$ cat src/rtl/alu_op_sequencer_if.sv
// rtl/alu_op_sequencer_if.sv - command, ALU and result signals of the ALU op sequencer
interface alu_op_sequencer_if #(
  parameter int DATA_W = 32,
  parameter int OP_W   = 4,
  parameter int DEPTH  = 4
);
  logic                     in_valid;
  logic                     in_ready;
  logic [DATA_W-1:0]        in_a;
  logic [DATA_W-1:0]        in_b;
  logic [OP_W-1:0]          in_op;
  logic [DATA_W-1:0]        alu_a;
  logic [DATA_W-1:0]        alu_b;
  logic [OP_W-1:0]          alu_op;
  logic [DATA_W-1:0]        alu_result;
  logic                     alu_zero;
  logic                     out_valid;
  logic                     out_ready;
  logic [DATA_W-1:0]        out_result;
  logic                     out_zero;
  logic [OP_W-1:0]          out_op;
  logic [$clog2(DEPTH):0]   level;
  logic [7:0]               illegal_cnt;

  modport slave (
    input  in_valid, in_a, in_b, in_op, alu_result, alu_zero, out_ready,
    output in_ready, alu_a, alu_b, alu_op, out_valid, out_result, out_zero, out_op,
           level, illegal_cnt
  );

  modport master (
    output in_valid, in_a, in_b, in_op, alu_result, alu_zero, out_ready,
    input  in_ready, alu_a, alu_b, alu_op, out_valid, out_result, out_zero, out_op,
           level, illegal_cnt
  );
endinterface

$ cat src/rtl/alu_op_sequencer.sv
// rtl/alu_op_sequencer.sv - command FIFO feeding an external ALU with a registered result stage
module alu_op_sequencer #(
  parameter int DATA_W = 32,
  parameter int OP_W   = 4,
  parameter int DEPTH  = 4
) (
  input  logic              clk,
  input  logic              rst,
  alu_op_sequencer_if.slave bus
);
  localparam int AW = $clog2(DEPTH);
  localparam int LW = AW + 1;
  localparam logic [LW-1:0] FULL_LEVEL = LW'(DEPTH);

  logic [DATA_W-1:0] r_mem_a  [DEPTH];
  logic [DATA_W-1:0] r_mem_b  [DEPTH];
  logic [OP_W-1:0]   r_mem_op [DEPTH];

  logic [AW-1:0]     r_wr_ptr;
  logic [AW-1:0]     r_rd_ptr;
  logic [LW-1:0]     r_level;
  logic              r_out_valid;
  logic [DATA_W-1:0] r_out_result;
  logic              r_out_zero;
  logic [OP_W-1:0]   r_out_op;
  logic [7:0]        r_illegal_cnt;

  logic w_empty;
  logic w_full;
  logic w_push;
  logic w_issue;
  logic w_illegal;

  assign w_empty   = (r_level == '0);
  assign w_full    = (r_level == FULL_LEVEL);
  // in_ready depends only on registered occupancy, never on this cycle's pop
  assign w_push    = bus.in_valid && !w_full;
  assign w_issue   = !w_empty && (!r_out_valid || bus.out_ready);
  assign w_illegal = (bus.alu_op[OP_W-1:1] != '0);

  assign bus.in_ready    = !w_full;
  assign bus.alu_a       = w_empty ? '0 : r_mem_a[r_rd_ptr];
  assign bus.alu_b       = w_empty ? '0 : r_mem_b[r_rd_ptr];
  assign bus.alu_op      = w_empty ? '0 : r_mem_op[r_rd_ptr];
  assign bus.out_valid   = r_out_valid;
  assign bus.out_result  = r_out_result;
  assign bus.out_zero    = r_out_zero;
  assign bus.out_op      = r_out_op;
  assign bus.level       = r_level;
  assign bus.illegal_cnt = r_illegal_cnt;

  // Storage is left unreset; the pointers and level alone define valid entries
  always_ff @(posedge clk) begin
    if (w_push) begin
      r_mem_a[r_wr_ptr]  <= bus.in_a;
      r_mem_b[r_wr_ptr]  <= bus.in_b;
      r_mem_op[r_wr_ptr] <= bus.in_op;
    end
  end

  always_ff @(posedge clk or posedge rst) begin
    if (rst) begin
      r_wr_ptr      <= '0;
      r_rd_ptr      <= '0;
      r_level       <= '0;
      r_out_valid   <= 1'b0;
      r_out_result  <= '0;
      r_out_zero    <= 1'b0;
      r_out_op      <= '0;
      r_illegal_cnt <= '0;
    end else begin
      if (w_push) begin
        r_wr_ptr <= r_wr_ptr + AW'(1);
      end

      if (w_issue) begin
        r_rd_ptr     <= r_rd_ptr + AW'(1);
        r_out_valid  <= 1'b1;
        r_out_result <= bus.alu_result;
        r_out_zero   <= bus.alu_zero;
        r_out_op     <= bus.alu_op;
        if (w_illegal && (r_illegal_cnt != 8'hFF)) begin
          r_illegal_cnt <= r_illegal_cnt + 8'd1;
        end
      end else if (r_out_valid && bus.out_ready) begin
        r_out_valid <= 1'b0;
      end

      case ({w_push, w_issue})
        2'b10:   r_level <= r_level + LW'(1);
        2'b01:   r_level <= r_level - LW'(1);
        default: r_level <= r_level;
      endcase
    end
  end
endmodule
$ cat src/flat_wrapper.sv
// flat-port wrapper written by rule: the top's interface ports become plain ports
module alu_op_sequencer_flat 
#(
  parameter int DATA_W = 32,
  parameter int OP_W   = 4,
  parameter int DEPTH  = 4
)
  (clk, rst, bus_in_valid, bus_in_a, bus_in_b, bus_in_op, bus_alu_result, bus_alu_zero, bus_out_ready, bus_in_ready, bus_alu_a, bus_alu_b, bus_alu_op, bus_out_valid, bus_out_result, bus_out_zero, bus_out_op, bus_level, bus_illegal_cnt);
  alu_op_sequencer_if #(.DATA_W(DATA_W), .OP_W(OP_W), .DEPTH(DEPTH)) bus_i ();
  input  logic clk;
  input  logic rst;
  input wire logic [$bits(bus_i.in_valid)-1:0] bus_in_valid;
  input wire logic [$bits(bus_i.in_a)-1:0] bus_in_a;
  input wire logic [$bits(bus_i.in_b)-1:0] bus_in_b;
  input wire logic [$bits(bus_i.in_op)-1:0] bus_in_op;
  input wire logic [$bits(bus_i.alu_result)-1:0] bus_alu_result;
  input wire logic [$bits(bus_i.alu_zero)-1:0] bus_alu_zero;
  input wire logic [$bits(bus_i.out_ready)-1:0] bus_out_ready;
  output wire logic [$bits(bus_i.in_ready)-1:0] bus_in_ready;
  output wire logic [$bits(bus_i.alu_a)-1:0] bus_alu_a;
  output wire logic [$bits(bus_i.alu_b)-1:0] bus_alu_b;
  output wire logic [$bits(bus_i.alu_op)-1:0] bus_alu_op;
  output wire logic [$bits(bus_i.out_valid)-1:0] bus_out_valid;
  output wire logic [$bits(bus_i.out_result)-1:0] bus_out_result;
  output wire logic [$bits(bus_i.out_zero)-1:0] bus_out_zero;
  output wire logic [$bits(bus_i.out_op)-1:0] bus_out_op;
  output wire logic [$bits(bus_i.level)-1:0] bus_level;
  output wire logic [$bits(bus_i.illegal_cnt)-1:0] bus_illegal_cnt;
  assign bus_i.in_valid = bus_in_valid;
  assign bus_i.in_a = bus_in_a;
  assign bus_i.in_b = bus_in_b;
  assign bus_i.in_op = bus_in_op;
  assign bus_i.alu_result = bus_alu_result;
  assign bus_i.alu_zero = bus_alu_zero;
  assign bus_i.out_ready = bus_out_ready;
  assign bus_in_ready = bus_i.in_ready;
  assign bus_alu_a = bus_i.alu_a;
  assign bus_alu_b = bus_i.alu_b;
  assign bus_alu_op = bus_i.alu_op;
  assign bus_out_valid = bus_i.out_valid;
  assign bus_out_result = bus_i.out_result;
  assign bus_out_zero = bus_i.out_zero;
  assign bus_out_op = bus_i.out_op;
  assign bus_level = bus_i.level;
  assign bus_illegal_cnt = bus_i.illegal_cnt;
  alu_op_sequencer #(.DATA_W(DATA_W), .OP_W(OP_W), .DEPTH(DEPTH)) u_core (.clk(clk), .rst(rst), .bus(bus_i));
endmodule
$ cat config.mk
export PLATFORM = sky130hd
export DESIGN_NAME = alu_op_sequencer_flat
export DESIGN_NICKNAME = d
export VERILOG_FILES = /design/src/rtl/alu_op_sequencer_if.sv /design/src/rtl/alu_op_sequencer.sv /design/src/flat_wrapper.sv
export SDC_FILE = /design/constraint.sdc
export NUM_CORES = 1
export LEC_CHECK = 0
export BUFFER_PORTS_ARGS = -buffer_cell sky130_fd_sc_hd__buf_2
export CORE_ASPECT_RATIO = 1.25
export CORE_MARGIN = 2
export CORE_UTILIZATION = 53
export CTS_CLUSTER_SIZE = 25
export DETAILED_ROUTE_END_ITERATION = 10
export PLACE_DENSITY = 0.74
export SLEW_MARGIN = 20
export SYNTH_ARGS = -nofsm -noshare
export SYNTH_HDL_FRONTEND = slang
export SYNTH_SLANG_ARGS = --single-unit
export TNS_END_PERCENT = 20
$ cat constraint.sdc
create_clock -name clk -period 3.3 [get_ports clk]
set_clock_uncertainty 0.2 [all_clocks]
set_input_delay 0.33 -clock clk [delete_from_list [all_inputs] [get_ports clk]]
set_output_delay 0.33 -clock clk [all_outputs]
set_load 0.02 [all_outputs]
==> flow_summary.ini <==
[timing]
worst_pin_slew_ps = 739
fin_crit_ps = 3080
fmax_mhz = 325
setup_violations = 0
slew-limit-headroom_pct = 50.6
rsz0062_at_grt = no
hold_viol_final = 0
holdWs_ps = 256
setup_tns_ps = 0
finalCritPeriodShare_pct = 93.3
final_max_slew_viol_count = 0

[drt]
num_vias = 7115
avgViaCountPerCell = 5.38
totalWireLength_um = 26000
dr.first_iter.drc_count = 479
drtAntennaViolNets = 0
drcViolationCount = 0
wire_per_inst_um = 19.7
firstDrtPassIters = 5

[placed_design]
post-dp-hpwl_um = 15300
gp_congestion = 0.792
dpl_cell_area_mm2 = 0.0140
place_inst = 1160
io_buffer_count = 222

[finish]
fin_area_mm2 = 0.0161
syn_to_final_growth_pct = 29.3
final_nets = 1121
drive_above_1_share_pct = 36.0
nFillCells = 1399
final_cells = 1322

[clock_tree]
cts_buffers = 31
clockBufferDepth = 3
cts_resized = 0
cts_hold_buf = 104
cts.sinks = 325
cts_root_buffer = clkbuf_16
cts_tree = built
cts.reportedPaths.clkPinSlew_ps = 60
cts_max_level = 1
postCtsSetupRepairBufs = 0
clk_latency_ps = 560

[synth]
ys_seq_area_share_pct = 76.1
postSynthAreaPerCell_um2 = 18.8
synth_warnings = 0
yosysTopAreaCellShare_pct = 65.5
netlist_instances = 663
synth_area_leader_cell = edfxtp_1
synth.distinct_cells = 33
syn-cell-area_mm2 = 0.0125
synthTopCellsByArea = edfxtp_1, mux4_2, dfrtp_1
synthFlopType = edfxtp_1
synth_edf_count = 272
async_flop_share_pct = 16.3
ys_ff_latch = 325
synth_nets = 775
synth_common_cells = edfxtp_1, nand2_1, and2_1, mux4_2, dfrtp_1
yosys.cell_count.top_type = edfxtp_1

[worst_setup_path]
worstPathArrival_ps = 2550
crit_type = reg2out
cp_data_required_time_ps = 2770
path_max_fanout = 47
worst_setup_path_start_kind = register
end_kind = output pin

[floorplanning]
dieHeight_um = 176
start_util_pct = 54.2
rows = 62
core_area_mm2 = 0.0230
die_w_um = 141
dieArea_mm2 = 0.0248
io_pins = 223

[global_route]
antenna_found_initial = 2
grt_pass1_wl_um = 40200
grt_max_degree = 48
grtUsageTotal_pct = 21.0
grt-ovfl-total = 0
grt_pass1_vias = 7601

[job]
maxCapViolCount = 0

[pwr]
p_leak_nw = 6.25
peakVddDrop_uv = 604
p_per_area_mw_per_mm2 = 939

[outcome]
status = finished clean

[min_path]
min_path_type = in2async
-- per-layer routing --
metal	GRT usage [%]	vias up	wire length [um]
li1	-	3214	-
met1	25.8	3552	10100
met2	37.4	301	13400
met3	4.74	48	1940
met4	6.38	0	641
met5	0	-	0
-- metrics by stage --
step / total power, mW / util [%] / setup slack (ps)
6_report: 15.1 / 70.0 / 221
5_1_grt: 15.9 / 70.0 / 85.2
4_1_cts: 15.3 / 70.0 / 177
3_5_place_dp: 11.6 / 61.0 / 761
3_3_place_gp: 11.6 / 61.0 / 771
2_1_floorplan: 9.72 / - / 78.6
-- area by class of cell --
| cell class | count | area [um2] | area share [%] |
|---|---|---|---|
| Inverter | 8 | 30.0 | 0.186 |
| Clock buffer | 43 | 911 | 5.65 |
| Clock inverter | 13 | 128 | 0.791 |
| Timing Repair Buffer | 344 | 2360 | 14.6 |
| Tap cell | 288 | 360 | 2.23 |
| Sequential cell | 325 | 9500 | 58.9 |
| Multi-Input combinational cell | 299 | 2840 | 17.6 |
| Antenna cell | 2 | 5.00 | 0.0310 |
-- flip-flops by register name, summed over array words and instances, names as in the netlist --
signal / flops
u_core.r_mem_a: 128
u_core.r_mem_b: 128
u_core.bus.out_result: 32
u_core.r_mem_op: 16
u_core.bus.illegal_cnt: 8
u_core.bus.out_op: 4
u_core.bus.level: 3
u_core.r_rd_ptr: 2
u_core.r_wr_ptr: 2
u_core.bus.out_valid: 1
u_core.bus.out_zero: 1
-- cell usage in the layout (no fill, tap or decap), drive strengths merged --
| cell | n |
|---|---|
| nor3 | 3 |
| bufinv | 2 |
| dfrtp | 53 |
| buf | 240 |
| clkbuf | 43 |
| and3 | 4 |
| mux4 | 68 |
| and2 | 68 |
| fa | 1 |
| inv | 9 |
| o211ai | 1 |
| or3 | 1 |
| nor4 | 3 |
| o31ai | 1 |
| mux2 | 4 |
| nand3 | 4 |
| diode | 2 |
| ha | 6 |
| xnor2 | 4 |
| nand2b | 1 |
| o21ai | 1 |
| nand4 | 1 |
| edfxtp | 272 |
| nor2 | 3 |
| dlygate4sd3 | 104 |
| xor2 | 9 |
| clkinv | 10 |
| nand2 | 112 |
| nor4b | 1 |
| mux2i | 2 |
| nor3b | 1 |
-- power by group --
group / total [mW] / internal [mW] / leakage (nW) / switching, mW
logic: 5.63 / 2.35 / 2.60 / 3.28
registers: 6.00 / 5.50 / 3.13 / 0.501
clock network: 3.51 / 2.08 / 0.520 / 1.43
-- critical path: stages, from the launching register on --
cell,delay (ps)
dfrtp_1,430
or3_2,730
buf_4,400
and2_1,240
buf_2,170
-- kinds of logic (layout without fill, tap and decap cells) --
family / count (synthesis) / count (layout) / share of synthesized area [%]
AO/OA/AOI/OAI: 3 / 3 / 0.160
XOR/XNOR: 13 / 13 / 0.912
adder cells (fa/ha/maj): 7 / 7 / 0.762
buffers and inverters: 39 / 408 / 1.37
flip-flops: 325 / 325 / 76.1
multiplexers: 74 / 74 / 12.8
other: 0 / 2 / 0
AND/OR/NAND/NOR: 202 / 202 / 7.89
-- worst paths after layout --
path / startpoint / end / slack, ps / cells past startpoint
max: u_core.bus.level[2]$_DFFE_PP0P_ / bus_alu_a[18] / 220 / 4
min: rst / u_core.bus.out_result[24]$_DFFE_PP0P_ / 260 / 3
max reg2reg: u_core.bus.level[2]$_DFFE_PP0P_ / u_core.bus.level[2]$_DFFE_PP0P_ / 760 / 9
min reg2reg: u_core.bus.out_result[13]$_DFFE_PP0P_ / u_core.bus.out_result[13]$_DFFE_PP0P_ / 270 / 2
max in group asynchronous: rst / u_core.bus.out_result[11]$_DFFE_PP0P_ / 1890 / 4
min in group clk: u_core.bus.out_result[13]$_DFFE_PP0P_ / u_core.bus.out_result[13]$_DFFE_PP0P_ / 270 / 2
No activity file was read; power rests on OpenSTA's default activity.
